$ cat config.mk
export PLATFORM = sky130hd
export DESIGN_NAME = alu_issue_unit
export DESIGN_NICKNAME = d
export VERILOG_FILES = /design/src/rtl/alu_issue_unit.sv
export SDC_FILE = /design/constraint.sdc
export NUM_CORES = 1
export LEC_CHECK = 0
export BUFFER_PORTS_ARGS = -buffer_cell sky130_fd_sc_hd__buf_2
export CAP_MARGIN = 20
export CORE_MARGIN = 2
export CORE_UTILIZATION = 38
export CTS_BUF_LIST = sky130_fd_sc_hd__clkbuf_8 sky130_fd_sc_hd__clkbuf_16
export CTS_CLUSTER_DIAMETER = 50
export DETAILED_ROUTE_END_ITERATION = 7
export PLACE_DENSITY = 0.63
export SLEW_MARGIN = 20
export SYNTH_ARGS = -nofsm -noshare
export SYNTH_HDL_FRONTEND = slang
export SYNTH_SLANG_ARGS = --single-unit
$ cat constraint.sdc
create_clock -name clk -period 5.67 [get_ports clk]
set_input_delay 0.2835 -clock clk [delete_from_list [all_inputs] [get_ports clk]]
set_output_delay 0.2835 -clock clk [all_outputs]
set_load 0.03 [all_outputs]
$ cat src/rtl/alu_issue_unit.sv
// -----------------------------------------------------------------------------
// alu_issue_unit
//
// Valid/ready front-end for an external combinational ALU. The unit registers
// a tagged request in an issue register and drives the ALU operands from that
// register. On the edge that retires the issue entry, it captures the ALU
// result, flags and tag into a small circular response FIFO. It sustains one
// operation per cycle and keeps a sticky overflow flag for the exception logic.
//
// Ports
//   clk, rst            : clock and synchronous active-high reset
//   req_valid/req_ready : request handshake
//   req_A, req_B,       : operands, ALUop and tag of the request
//   req_op, req_tag
//   alu_A, alu_B,       : operand side of the ALU, driven from the issue register
//   alu_ALUop
//   alu_Result,         : ALU outputs, captured when the issue entry retires
//   alu_Overflow,
//   alu_CarryOut,
//   alu_Zero
//   rsp_valid/rsp_ready : response handshake (FIFO head)
//   rsp_Result, rsp_Overflow, rsp_CarryOut, rsp_Zero, rsp_tag : head entry
//   sticky_ovf          : set by any captured overflow
//   sticky_clr          : clears sticky_ovf (a same-cycle set wins)
//   busy                : issue register valid or FIFO non-empty
// -----------------------------------------------------------------------------
module alu_issue_unit #(
  parameter int DATA_WIDTH = 32,
  parameter int TAG_WIDTH  = 4,
  parameter int RSP_DEPTH  = 2
) (
  input  logic                  clk,
  input  logic                  rst,

  input  logic                  req_valid,
  output logic                  req_ready,
  input  logic [DATA_WIDTH-1:0] req_A,
  input  logic [DATA_WIDTH-1:0] req_B,
  input  logic [2:0]            req_op,
  input  logic [TAG_WIDTH-1:0]  req_tag,

  output logic [DATA_WIDTH-1:0] alu_A,
  output logic [DATA_WIDTH-1:0] alu_B,
  output logic [2:0]            alu_ALUop,
  input  logic [DATA_WIDTH-1:0] alu_Result,
  input  logic                  alu_Overflow,
  input  logic                  alu_CarryOut,
  input  logic                  alu_Zero,

  output logic                  rsp_valid,
  input  logic                  rsp_ready,
  output logic [DATA_WIDTH-1:0] rsp_Result,
  output logic                  rsp_Overflow,
  output logic                  rsp_CarryOut,
  output logic                  rsp_Zero,
  output logic [TAG_WIDTH-1:0]  rsp_tag,

  output logic                  sticky_ovf,
  input  logic                  sticky_clr,
  output logic                  busy
);

  // RSP_DEPTH is a power of two, so pointers wrap naturally at their width.
  localparam int PTR_W = (RSP_DEPTH > 1) ? $clog2(RSP_DEPTH) : 1;
  localparam int CNT_W = $clog2(RSP_DEPTH + 1);
  localparam logic [CNT_W-1:0] DEPTH_C = CNT_W'(RSP_DEPTH);

  typedef struct packed {
    logic [DATA_WIDTH-1:0] result;
    logic                  ovf;
    logic                  cry;
    logic                  zero;
    logic [TAG_WIDTH-1:0]  tag;
  } rsp_entry_t;

  // ---------------------------------------------------------------------------
  // State
  // ---------------------------------------------------------------------------
  logic                  iss_valid_q, iss_valid_d;
  logic [DATA_WIDTH-1:0] iss_a_q,     iss_a_d;
  logic [DATA_WIDTH-1:0] iss_b_q,     iss_b_d;
  logic [2:0]            iss_op_q,    iss_op_d;
  logic [TAG_WIDTH-1:0]  iss_tag_q,   iss_tag_d;

  logic [PTR_W-1:0]      wr_ptr_q,    wr_ptr_d;
  logic [PTR_W-1:0]      rd_ptr_q,    rd_ptr_d;
  logic [CNT_W-1:0]      count_q,     count_d;
  logic                  sticky_q,    sticky_d;

  rsp_entry_t            mem_q [RSP_DEPTH];
  rsp_entry_t            head;
  rsp_entry_t            capture;

  // ---------------------------------------------------------------------------
  // Handshake and control
  // ---------------------------------------------------------------------------
  logic fifo_full;
  logic fifo_empty;
  logic req_fire;
  logic rsp_fire;
  logic iss_adv;

  assign fifo_full  = (count_q == DEPTH_C);
  assign fifo_empty = (count_q == '0);
  assign rsp_valid  = ~fifo_empty;
  assign rsp_fire   = rsp_valid & rsp_ready;

  // The issue entry may retire into a full FIFO only when the head leaves in
  // the same cycle; this is what lets the unit stream at one op per cycle.
  assign iss_adv    = iss_valid_q & (~fifo_full | rsp_fire);
  assign req_ready  = ~iss_valid_q | iss_adv;
  assign req_fire   = req_valid & req_ready;

  assign busy       = iss_valid_q | ~fifo_empty;

  // ---------------------------------------------------------------------------
  // Issue register next state
  // ---------------------------------------------------------------------------
  // NOTE: every signal assigned in an always_comb gets a default first so no
  // path leaves it unassigned, which would otherwise infer a latch.
  always_comb begin
    iss_valid_d = iss_valid_q;
    iss_a_d     = iss_a_q;
    iss_b_d     = iss_b_q;
    iss_op_d    = iss_op_q;
    iss_tag_d   = iss_tag_q;
    if (req_fire) begin
      iss_valid_d = 1'b1;
      iss_a_d     = req_A;
      iss_b_d     = req_B;
      iss_op_d    = req_op;
      iss_tag_d   = req_tag;
    end else if (iss_adv) begin
      // Operand fields keep their last values so the ALU inputs stay quiet.
      iss_valid_d = 1'b0;
    end
  end

  // ---------------------------------------------------------------------------
  // FIFO pointer/count next state and sticky flag
  // ---------------------------------------------------------------------------
  always_comb begin
    wr_ptr_d = wr_ptr_q;
    rd_ptr_d = rd_ptr_q;
    count_d  = count_q;
    sticky_d = sticky_q;

    if (iss_adv) wr_ptr_d = wr_ptr_q + PTR_W'(1);
    if (rsp_fire) rd_ptr_d = rd_ptr_q + PTR_W'(1);

    unique case ({iss_adv, rsp_fire})
      2'b10:   count_d = count_q + CNT_W'(1);
      2'b01:   count_d = count_q - CNT_W'(1);
      default: count_d = count_q;   // idle, or push and pop together
    endcase

    // Set has priority over clear so an overflow is never lost.
    if (iss_adv && alu_Overflow) sticky_d = 1'b1;
    else if (sticky_clr)         sticky_d = 1'b0;
  end

  // ---------------------------------------------------------------------------
  // Sequential state with synchronous reset
  // ---------------------------------------------------------------------------
  // NOTE: sequential state uses non-blocking assignments so every register
  // samples its pre-edge value regardless of statement order.
  always_ff @(posedge clk) begin
    if (rst) begin
      iss_valid_q <= 1'b0;
      iss_a_q     <= '0;
      iss_b_q     <= '0;
      iss_op_q    <= '0;
      iss_tag_q   <= '0;
      wr_ptr_q    <= '0;
      rd_ptr_q    <= '0;
      count_q     <= '0;
      sticky_q    <= 1'b0;
    end else begin
      iss_valid_q <= iss_valid_d;
      iss_a_q     <= iss_a_d;
      iss_b_q     <= iss_b_d;
      iss_op_q    <= iss_op_d;
      iss_tag_q   <= iss_tag_d;
      wr_ptr_q    <= wr_ptr_d;
      rd_ptr_q    <= rd_ptr_d;
      count_q     <= count_d;
      sticky_q    <= sticky_d;
    end
  end

  // ---------------------------------------------------------------------------
  // Response storage
  // ---------------------------------------------------------------------------
  assign capture = '{result: alu_Result,
                     ovf:    alu_Overflow,
                     cry:    alu_CarryOut,
                     zero:   alu_Zero,
                     tag:    iss_tag_q};

  // NOTE: the entry storage has no reset; the count gates every read, so stale
  // contents are never observable and the array can map onto plain flops/RAM.
  always_ff @(posedge clk) begin
    if (iss_adv && !rst) begin
      mem_q[wr_ptr_q] <= capture;
    end
  end

  assign head = mem_q[rd_ptr_q];

  // Head fields read as zero while empty so nothing stale leaks out.
  assign rsp_Result   = rsp_valid ? head.result : '0;
  assign rsp_Overflow = rsp_valid & head.ovf;
  assign rsp_CarryOut = rsp_valid & head.cry;
  assign rsp_Zero     = rsp_valid & head.zero;
  assign rsp_tag      = rsp_valid ? head.tag : '0;

  // ---------------------------------------------------------------------------
  // ALU drive and status
  // ---------------------------------------------------------------------------
  assign alu_A      = iss_a_q;
  assign alu_B      = iss_b_q;
  assign alu_ALUop  = iss_op_q;
  assign sticky_ovf = sticky_q;

endmodule

==> results of run 1 <==
[how the worst min path moves through the flow]
stage | startpoint | to | slack, ps | cells after the start
CTS | alu_Result[28] | mem_q[1][35]$_DFFE_PP_ | 30 | 1
floorplan | alu_Result[3] | mem_q[0][10]$_DFFE_PP_ | 380 | 0
finish | alu_Zero | mem_q[0][4]$_DFFE_PP_ | 60 | 1
global route | alu_Zero | mem_q[0][4]$_DFFE_PP_ | 40 | 1
detailed placement | iss_tag_q[1]$_SDFFE_PP0P_ | mem_q[0][1]$_DFFE_PP_ | 450 | 0
global placement | sticky_ovf$_SDFFE_PP0P_ | sticky_ovf$_SDFFE_PP0P_ | 440 | 2
[state kept, by name, indices dropped and copies added, names as in the netlist, named ones only]
signal	cells
sticky_ovf	1
count_q	2
mem_q	78
rd_ptr_q	1
alu_ALUop	3
alu_B	32
iss_valid_q	1
alu_A	32
wr_ptr_q	1
iss_tag_q	4
[power by group]
group          internal, mW  switching (mW)
clock                 0.647           0.447
sequential             1.23          0.0224
combinational         0.118           0.186
[logic make-up after synthesis]
| group | after synthesis | share of synthesized area |
|---|---|---|
| and+or+nand+nor | 202 | 0.177 |
| DFF | 156 | 0.600 |
| muxes | 112 | 0.173 |
| buffers and inverters | 36 | 0.0414 |
| AOI/OAI and AO/OA | 7 | 0.00693 |
| xor gates and xnor gates | 1 | 0.00135 |
[layout make-up]
class,count,area [um^2],area share
clock buffers,17,425,0.0515
multi-input cells,322,2350,0.285
repair buffers,225,1140,0.138
flip-flops and latches,156,3910,0.473
clock inverters,15,150,0.0182
well taps,220,275,0.0333
diodes,2,5.00,0.000606
inverters,1,3.75,0.000455
[metal layers]
layer	track usage	vias up	part of all wire
li1	-	2166	-
met5	0	-	0
met2	0.247	163	0.45
met1	0.179	1943	0.44
met3	0.0634	16	0.090
met4	0.0550	0	0.017
[per-stage QoR]
step | util | hold slack [ps] | cells | power, mW | area (um^2)
detailed placement | 0.461 | 450 | 924 | 1.59 | 7680
global route | 0.496 | 35.7 | 957 | 2.77 | 8260
floorplan | - | 382 | 514 | 1.49 | 6500
CTS | 0.496 | 34.6 | 956 | 2.69 | 8250
finish | 0.496 | 60.5 | 958 | 2.65 | 8260
global placement | 0.461 | 439 | 924 | 1.58 | 7680
[cells in the mapped netlist]
library cell | count | area share
nor3b_1 | 1 | 0.0012
buf_6 | 1 | 0.0017
nor3_1 | 2 | 0.0015
edfxtp_1 | 78 | 0.36
buf_12 | 7 | 0.022
buf_4 | 1 | 0.0012
nor3b_4 | 1 | 0.0029
or3_1 | 1 | 0.00096
mux2i_1 | 111 | 0.17
nand2_1 | 3 | 0.0017
nor2_1 | 46 | 0.027
xor2_1 | 1 | 0.0013
inv_1 | 1 | 0.00058
a21boi_2 | 1 | 0.0017
a21oi_1 | 3 | 0.0023
buf_2 | 7 | 0.0054
o21ai_0 | 2 | 0.0015
clkbuf_1 | 19 | 0.011
nand2b_1 | 145 | 0.14
a221oi_1 | 1 | 0.0013
nor2b_1 | 2 | 0.0019
mux2_2 | 1 | 0.0017
dfxtp_1 | 78 | 0.24
nand3b_1 | 1 | 0.0012
[worst reg2reg max path, cell delays in order, from the launching register on]
cell	delay, ps
dfxtp_1	500
nor3b_4	110
a21boi_4	820
buf_4	760
mux2i_1	330
==> flow_metrics.py, run 1 <==
metrics = {
    "logic_synthesis": {
        "synth.distinct_cells": 24,
        "syn_inst": 514,
        "syn_nets": 625,
        "seq_area_frac_synth": 0.600,
        "syn_avg_cell_area_um2": 12.7,
        "ys_warn_count": 0,
        "yosys_register_bits": 156,
        "synth_area_um2": 6500,
    },
    "worst_setup_path": {
        "crit_family": "compound AO/OA/AOI/OAI gates",
        "path_max_fanout": 47,
        "critPathRequiredTime_ps": 6010,
        "worstPathCellList": "nor3b_4 -> a21boi_4 -> buf_4 -> mux2i_1",
        "critical_path_class": "flip-flop to flip-flop",
        "cp-start-kind": "flip-flop",
        "ff2ff_setup_slack_ps": 3080,
        "r2r-start": "count_q[0]$_SDFFE_PP0P_",
        "crit_buf_inv": 1,
        "crit_path_end": "alu_B[23]$_SDFFE_PP0P_",
        "regToRegEndpoint": "alu_B[23]$_SDFFE_PP0P_",
        "worstPathArrival_ps": 2930,
        "worstSetupStartpoint": "count_q[0]$_SDFFE_PP0P_",
        "r2r_cells": 4,
        "worst_setup_path_end_kind": "flip-flop",
        "critical_path_depth": 4,
        "slowest_delay_ps": 820,
        "cpMaxStageDelayCell": "a21boi_4",
    },
    "sta": {
        "maxSlewHeadroom": 0.297,
        "slew_violations": 0,
        "tns_ps": 0,
        "fin_crit_sh": 0.457,
        "fmax_ghz": 0.386,
        "finalSetupViolCount": 0,
        "fin_crit_ps": 2590,
        "tightest_slew_ps": 1050,
        "final_hold_viol_count": 0,
        "grt_setup_unrepaired": "no",
        "skew_ps": 10.5,
        "worst_slack_ps": 3080,
    },
    "global_routing": {
        "grtUsageTotal": 0.151,
        "grt_pass1_wl_um": 21500,
        "grt_max_degree": 102,
        "antenna_found_initial": 2,
        "grt_pass1_vias": 4420,
        "overflow": 0,
    },
    "detailed_routing": {
        "dr.pass1.iters": 4,
        "routedWlPerCell_um": 14.1,
        "vias": 4288,
        "drt_wl_total_um": 13500,
        "via_per_inst": 4.48,
        "drtAntennaViolNets": 0,
        "drc_errors": 0,
        "dr.first_iter.drc_count": 138,
    },
    "outcome": {
        "status": "complete, no violations",
    },
    "placed_design": {
        "dp_slack_ps": 3030,
        "gp_congestion": 0.730,
        "dp_hpwl_um": 9140,
        "numPortBuffers": 220,
    },
    "layout": {
        "nets": 834,
        "final_cell_mix": "buf_2 (220), nand2b_1 (145), mux2i_1 (111)",
        "area_growth_pct": 27.0,
        "fill_cells": 1544,
        "final_common_cell": "buf_2",
        "drive_gt1_frac": 0.352,
    },
    "clocking": {
        "cts_hold_buf": 0,
        "post_cts_resized": 0,
        "post_cts_buffers": 0,
        "clock_tree.buffer_depth": 2,
        "clk_latency_ps": 420,
        "cts_max_level": 4,
        "cts_sinks": 156,
        "cts_tree": "yes",
        "path_clk_slew_ps": 60,
        "cts_root_buf": "clkbuf_16",
        "numCtsBuffers": 17,
    },
    "die": {
        "dieHeight_um": 135,
        "start_util": 0.391,
        "dieArea_um2": 18200,
        "coreArea_um2": 16600,
        "fp-row-count": 47,
        "boundaryPins": 221,
        "die_x_um": 135,
    },
    "run": {
        "maxCapViolCount": 0,
    },
    "pwr": {
        "p_leak_nw": 3.58,
        "powerDensity_nw_per_um2": 321,
        "ir_drop_mv": 0.206,
    },
    "worst_hold_path": {
        "hold_class": "input pin to flip-flop",
    },
}
(Power assumes the default switching activity.)
==> run 2: changes to the inputs <==
Clock period 5.67 ns to 2.6 ns, I/O delays scaled along.
==> run 2 against run 1 <==
  * Core utilization increased by 7.1 points
  * Register-to-register slack got worse by 2500 ps
  * Clock-buffer cell count increased by 1
  * Sequential power increased by 120%
  * Final cell count increased by 12%
  * Worst hold slack improved by 40 ps
  * Critical path depth unchanged
  * Global-route usage increased by 1.7 points
  * Cell area increased by 14%
  * First-iteration DRC count increased by 6.5%
  * Critical path type unchanged
==> flow_metrics.py, run 2 (synthesis gave the netlist of run 1 again) <==
metrics = {
    "pwr": {
        "powerDensity_nw_per_um2": 633,
        "p_leak_nw": 4.08,
        "intPower_mw": 4.50,
        "power.total_mw": 5.97,
        "pwr-share-comb": 0.136,
        "pwr-share-clk": 0.406,
        "switchingPower_mw": 1.47,
        "seq_power_share": 0.458,
        "ir_drop_mv": 0.396,
        "netSwitchingFraction": 0.247,
    },
    "detailed_routing": {
        "drtAntennaViolNets": 0,
        "drc_errors": 0,
        "via_per_inst": 4.44,
        "drt_wl_total_um": 15200,
        "dr.pass1.iters": 4,
        "routedWlPerCell_um": 14.2,
        "dr.first_iter.drc_count": 147,
        "vias": 4748,
    },
    "placed_design": {
        "gp_congestion": 0.728,
        "numPortBuffers": 220,
        "place_area_um2": 7770,
        "dp_hpwl_um": 9570,
        "dp_slack_ps": 590,
        "place_inst": 929,
    },
    "layout": {
        "num_antenna_cells": 0,
        "finalInstanceArea_um2": 9430,
        "final_cell_mix": "buf_2 (219), nand2b_1 (145), mux2i_1 (111)",
        "top_register": "mem_q",
        "nets": 947,
        "final_common_cell": "buf_2",
        "instances_no_fill": 1069,
        "final_util": 0.567,
        "area_growth_pct": 45.1,
        "largest_reg_flops": 78,
        "drive_gt1_frac": 0.312,
    },
    "sta": {
        "finalSetupViolCount": 0,
        "maxSlewHeadroom": 0.643,
        "tightest_slew_ps": 534,
        "tns_ps": 0,
        "worst_slack_ps": 625,
        "fmax_ghz": 0.506,
        "grt_setup_unrepaired": "no",
        "skew_ps": 5.07,
        "final_hold_viol_count": 0,
        "slew_violations": 0,
        "fin_crit_sh": 0.759,
        "fin_crit_ps": 1970,
        "fin_hold_ws_ps": 101,
    },
    "clocking": {
        "cts_max_level": 4,
        "path_clk_slew_ps": 60,
        "clock_tree.buffer_depth": 2,
        "cts_root_buf": "clkbuf_16",
        "clk_latency_ps": 410,
        "cts_sinks": 156,
        "numCtsBuffers": 17,
        "cts_tree": "yes",
        "post_cts_resized": 0,
    },
    "worst_setup_path": {
        "path_common_cell": "nor3b_4",
        "worstPathArrival_ps": 2080,
        "cpMaxStageDelayCell": "dfxtp_1",
        "critical_path_depth": 4,
        "worst_setup_path_end_kind": "flip-flop",
        "worstPathCellList": "nor3b_4 -> nand2b_1 -> nor3b_4 -> buf_4",
        "cp-start-kind": "flip-flop",
        "crit_buf_inv": 1,
        "crit_family": "simple AND/OR/NAND/NOR gates",
        "critical_path_class": "flip-flop to flip-flop",
        "critPathRequiredTime_ps": 2700,
        "r2r_cells": 4,
        "slowest_delay_ps": 510,
        "path_max_fanout": 12,
    },
    "die": {
        "dieArea_um2": 18200,
        "fp-row-count": 47,
        "die_x_um": 135,
        "boundaryPins": 221,
        "dieHeight_um": 135,
        "start_util": 0.391,
        "coreArea_um2": 16600,
    },
    "global_routing": {
        "antenna_found_initial": 0,
        "grt_pass1_wl_um": 24100,
        "overflow": 0,
        "grtUsageTotal": 0.168,
        "grt_pass1_vias": 5057,
        "grt_max_degree": 72,
    },
    "run": {
        "maxCapViolCount": 0,
    },
    "outcome": {
        "status": "complete, no violations",
    },
    "worst_hold_path": {
        "whs_path_depth": 3,
        "hold_class": "input pin to flip-flop",
    },
}
## run 2: cell count changes in the layout (fill, tap and decap cells not counted), sizes merged
| cell | delta |
|---|---|
| buf | +5 |
| clkbuf | +1 |
| clkinv | -3 |
| clkinvlp | +1 |
| diode | -2 |
| dlygate4sd3 | +108 |
| inv | +1 |
## run 2: layout make-up
cell class                 instances  area [um^2]
clock inverter                    14          145
sequential                       156         3910
inverter                           1         3.75
timing repair buffer             338         2300
multi-input combinational        322         2370
fill                            1388         7210
tap                              220          275
clock buffer                      18          439
## run 2: final timing paths
check                                             start                 endpoint  slack (ps)
worst max register to register  count_q[0]$_SDFFE_PP0P_   mem_q[1][36]$_DFFE_PP_         630
worst max-delay path            count_q[0]$_SDFFE_PP0P_   mem_q[1][36]$_DFFE_PP_         630
worst min register to register  sticky_ovf$_SDFFE_PP0P_  sticky_ovf$_SDFFE_PP0P_         460
worst min-delay path                          rsp_ready  count_q[0]$_SDFFE_PP0P_         100
## run 2: power groups by stage
stage	Clock, mW	Sequential [mW]	Combinational, mW
after detailed placement	0	2.79	0.683
after CTS	2.50	2.74	0.811
after floorplan	0	2.91	0.339
after global routing	2.60	2.75	0.870
after global placement	0	2.78	0.669
final	2.42	2.74	0.810
## run 2: routing by layer
layer | global-route usage | part of all wire | up-vias
li1 | - | - | 2385
met1 | 0.198 | 0.43 | 2178
met2 | 0.289 | 0.48 | 171
met3 | 0.0571 | 0.078 | 14
met4 | 0.0550 | 0.015 | 0
met5 | 0 | 0 | -
## run 2: worst register-to-register path, stage by stage (launching register included)
cell,delay [ps]
dfxtp_1,510
nor3b_4,110
nand2b_1,270
nor3b_4,470
buf_4,300
## run 2: repair_timing
action,in CTS,in global routing
hold buffers,108,0
setup endpoints to repair,0,0
buffers inserted,0,0
endpoints found under the hold margin,143,0
==> run 3: changes to the inputs <==
Clock period 2.6 ns to 1.9 ns, I/O delays scaled along.
==> run 3 against run 2 <==
  * Wire length shrank 1.2%
  * Sequential cell count is the same
  * Final cell count is the same
  * Combinational power grew 37%
  * Register-to-register slack lost 320 ps
  * Worst hold slack lost 40 ps
==> flow_metrics.py, run 3 (synthesis gave the netlist of run 1 again) <==
metrics = {
    "detailed_routing": {
        "dr.pass1.iters": 4,
        "routedWlPerCell_um": 14.0,
        "drtAntennaViolNets": 0,
        "drt_wl_total_um": 15000,
        "drc_errors": 0,
        "via_per_inst": 4.46,
        "dr.first_iter.drc_count": 168,
        "vias": 4763,
    },
    "die": {
        "die_x_um": 135,
        "coreArea_um2": 16600,
        "dieArea_um2": 18200,
        "dieHeight_um": 135,
        "fp-row-count": 47,
        "boundaryPins": 221,
        "start_util": 0.391,
    },
    "sta": {
        "finalSetupViolCount": 0,
        "tightest_slew_ps": 421,
        "fmax_ghz": 0.565,
        "grt_setup_unrepaired": "no",
        "fin_crit_sh": 0.931,
        "fin_hold_ws_ps": 61.0,
        "fin_crit_ps": 1770,
        "maxSlewHeadroom": 0.719,
        "slew_violations": 0,
        "final_hold_viol_count": 0,
        "skew_ps": 7.54,
        "worst_slack_ps": 131,
    },
    "layout": {
        "top_register": "mem_q",
        "area_growth_pct": 45.0,
        "final_common_cell": "buf_2",
        "instances_no_fill": 1069,
        "num_antenna_cells": 0,
        "final_cell_mix": "buf_2 (219), nand2b_1 (144), mux2i_1 (111)",
        "final_util": 0.566,
        "nets": 948,
        "largest_reg_flops": 78,
        "drive_gt1_frac": 0.313,
        "finalInstanceArea_um2": 9430,
    },
    "run": {
        "maxCapViolCount": 0,
    },
    "placed_design": {
        "numPortBuffers": 220,
        "place_inst": 930,
        "dp_slack_ps": 315,
        "dp_hpwl_um": 9410,
        "gp_congestion": 0.735,
        "place_area_um2": 7810,
    },
    "clocking": {
        "cts_root_buf": "clkbuf_16",
        "clock_tree.buffer_depth": 2,
        "cts_tree": "yes",
        "path_clk_slew_ps": 60,
        "cts_max_level": 4,
        "numCtsBuffers": 17,
        "post_cts_buffers": 0,
        "clk_latency_ps": 410,
        "cts_sinks": 156,
    },
    "global_routing": {
        "grt_max_degree": 53,
        "grt_pass1_vias": 4931,
        "grt_pass1_wl_um": 24000,
        "overflow": 0,
        "antenna_found_initial": 0,
        "grtUsageTotal": 0.168,
    },
    "pwr": {
        "seq_power_share": 0.474,
        "switchingPower_mw": 1.96,
        "ir_drop_mv": 0.571,
        "netSwitchingFraction": 0.247,
        "powerDensity_nw_per_um2": 839,
        "intPower_mw": 5.96,
        "pwr-share-clk": 0.386,
        "p_leak_nw": 4.07,
        "pwr-share-comb": 0.141,
    },
    "worst_setup_path": {
        "worstPathArrival_ps": 1670,
        "critPathRequiredTime_ps": 1800,
        "critical_path_class": "flip-flop to primary output",
        "path_max_fanout": 19,
        "cp-start-kind": "flip-flop",
        "worst_setup_path_end_kind": "primary output",
    },
    "outcome": {
        "status": "complete, no violations",
    },
    "worst_hold_path": {
        "hold_class": "input pin to flip-flop",
    },
}
[run 3: worst max-delay path, cell delays in order, from the launching register on]
cell and delay [ps]:
dfxtp_2 510, buf_12 230, mux2i_1 260, nor2_1 60, buf_2 190
[run 3: timing repair]
item / in CTS / in global routing
hold buffers: 108 / 0
hold endpoints to repair: 143 / 0
endpoints found under the setup margin: 0 / 1
gates resized for setup: 0 / 1
[run 3: per-layer routing]
metal / vias up / global-route usage / share of wire
li1: 2380 / - / -
met4: 0 / 0.0556 / 0.015
met5: - / 0 / 0
met2: 175 / 0.293 / 0.48
met3: 16 / 0.0537 / 0.071
met1: 2192 / 0.197 / 0.43
[run 3: cell type report]
type	instances	area, um^2
clock buffer	17	425
timing repair buffer	339	2330
multi-input combinational	322	2370
fill	1359	7220
clock inverter	14	106
sequential	156	3910
tap	220	275
inverter	1	3.75
[run 3: power groups by stage]
| stage | clock [mW] | sequential [mW] | combinational (mW) |
|---|---|---|---|
| detailed placement | 0 | 3.81 | 0.942 |
| CTS | 3.14 | 3.75 | 1.12 |
| global placement | 0 | 3.81 | 0.923 |
| floorplan | 0 | 3.98 | 0.466 |
| global route | 3.29 | 3.76 | 1.20 |
| finish | 3.05 | 3.75 | 1.11 |
[run 3: worst paths after layout]
path	startpoint	to	slack (ps)	cells after the start
worst min-delay path	rsp_ready	count_q[0]$_SDFFE_PP0P_	60	3
worst min register to register	sticky_ovf$_SDFFE_PP0P_	sticky_ovf$_SDFFE_PP0P_	450	2
worst max-delay path	flip-flop	rsp_tag[2]	130	4
worst max register to register	count_q[1]$_SDFFE_PP0P_	mem_q[1][35]$_DFFE_PP_	310	4
[run 3: per-stage QoR]
stage	setup TNS, ps	power [mW]
floorplan	-14150	4.44
global placement	0	4.73
detailed placement	0	4.76
CTS	0	8.00
global route	0	8.25
finish	0	7.91
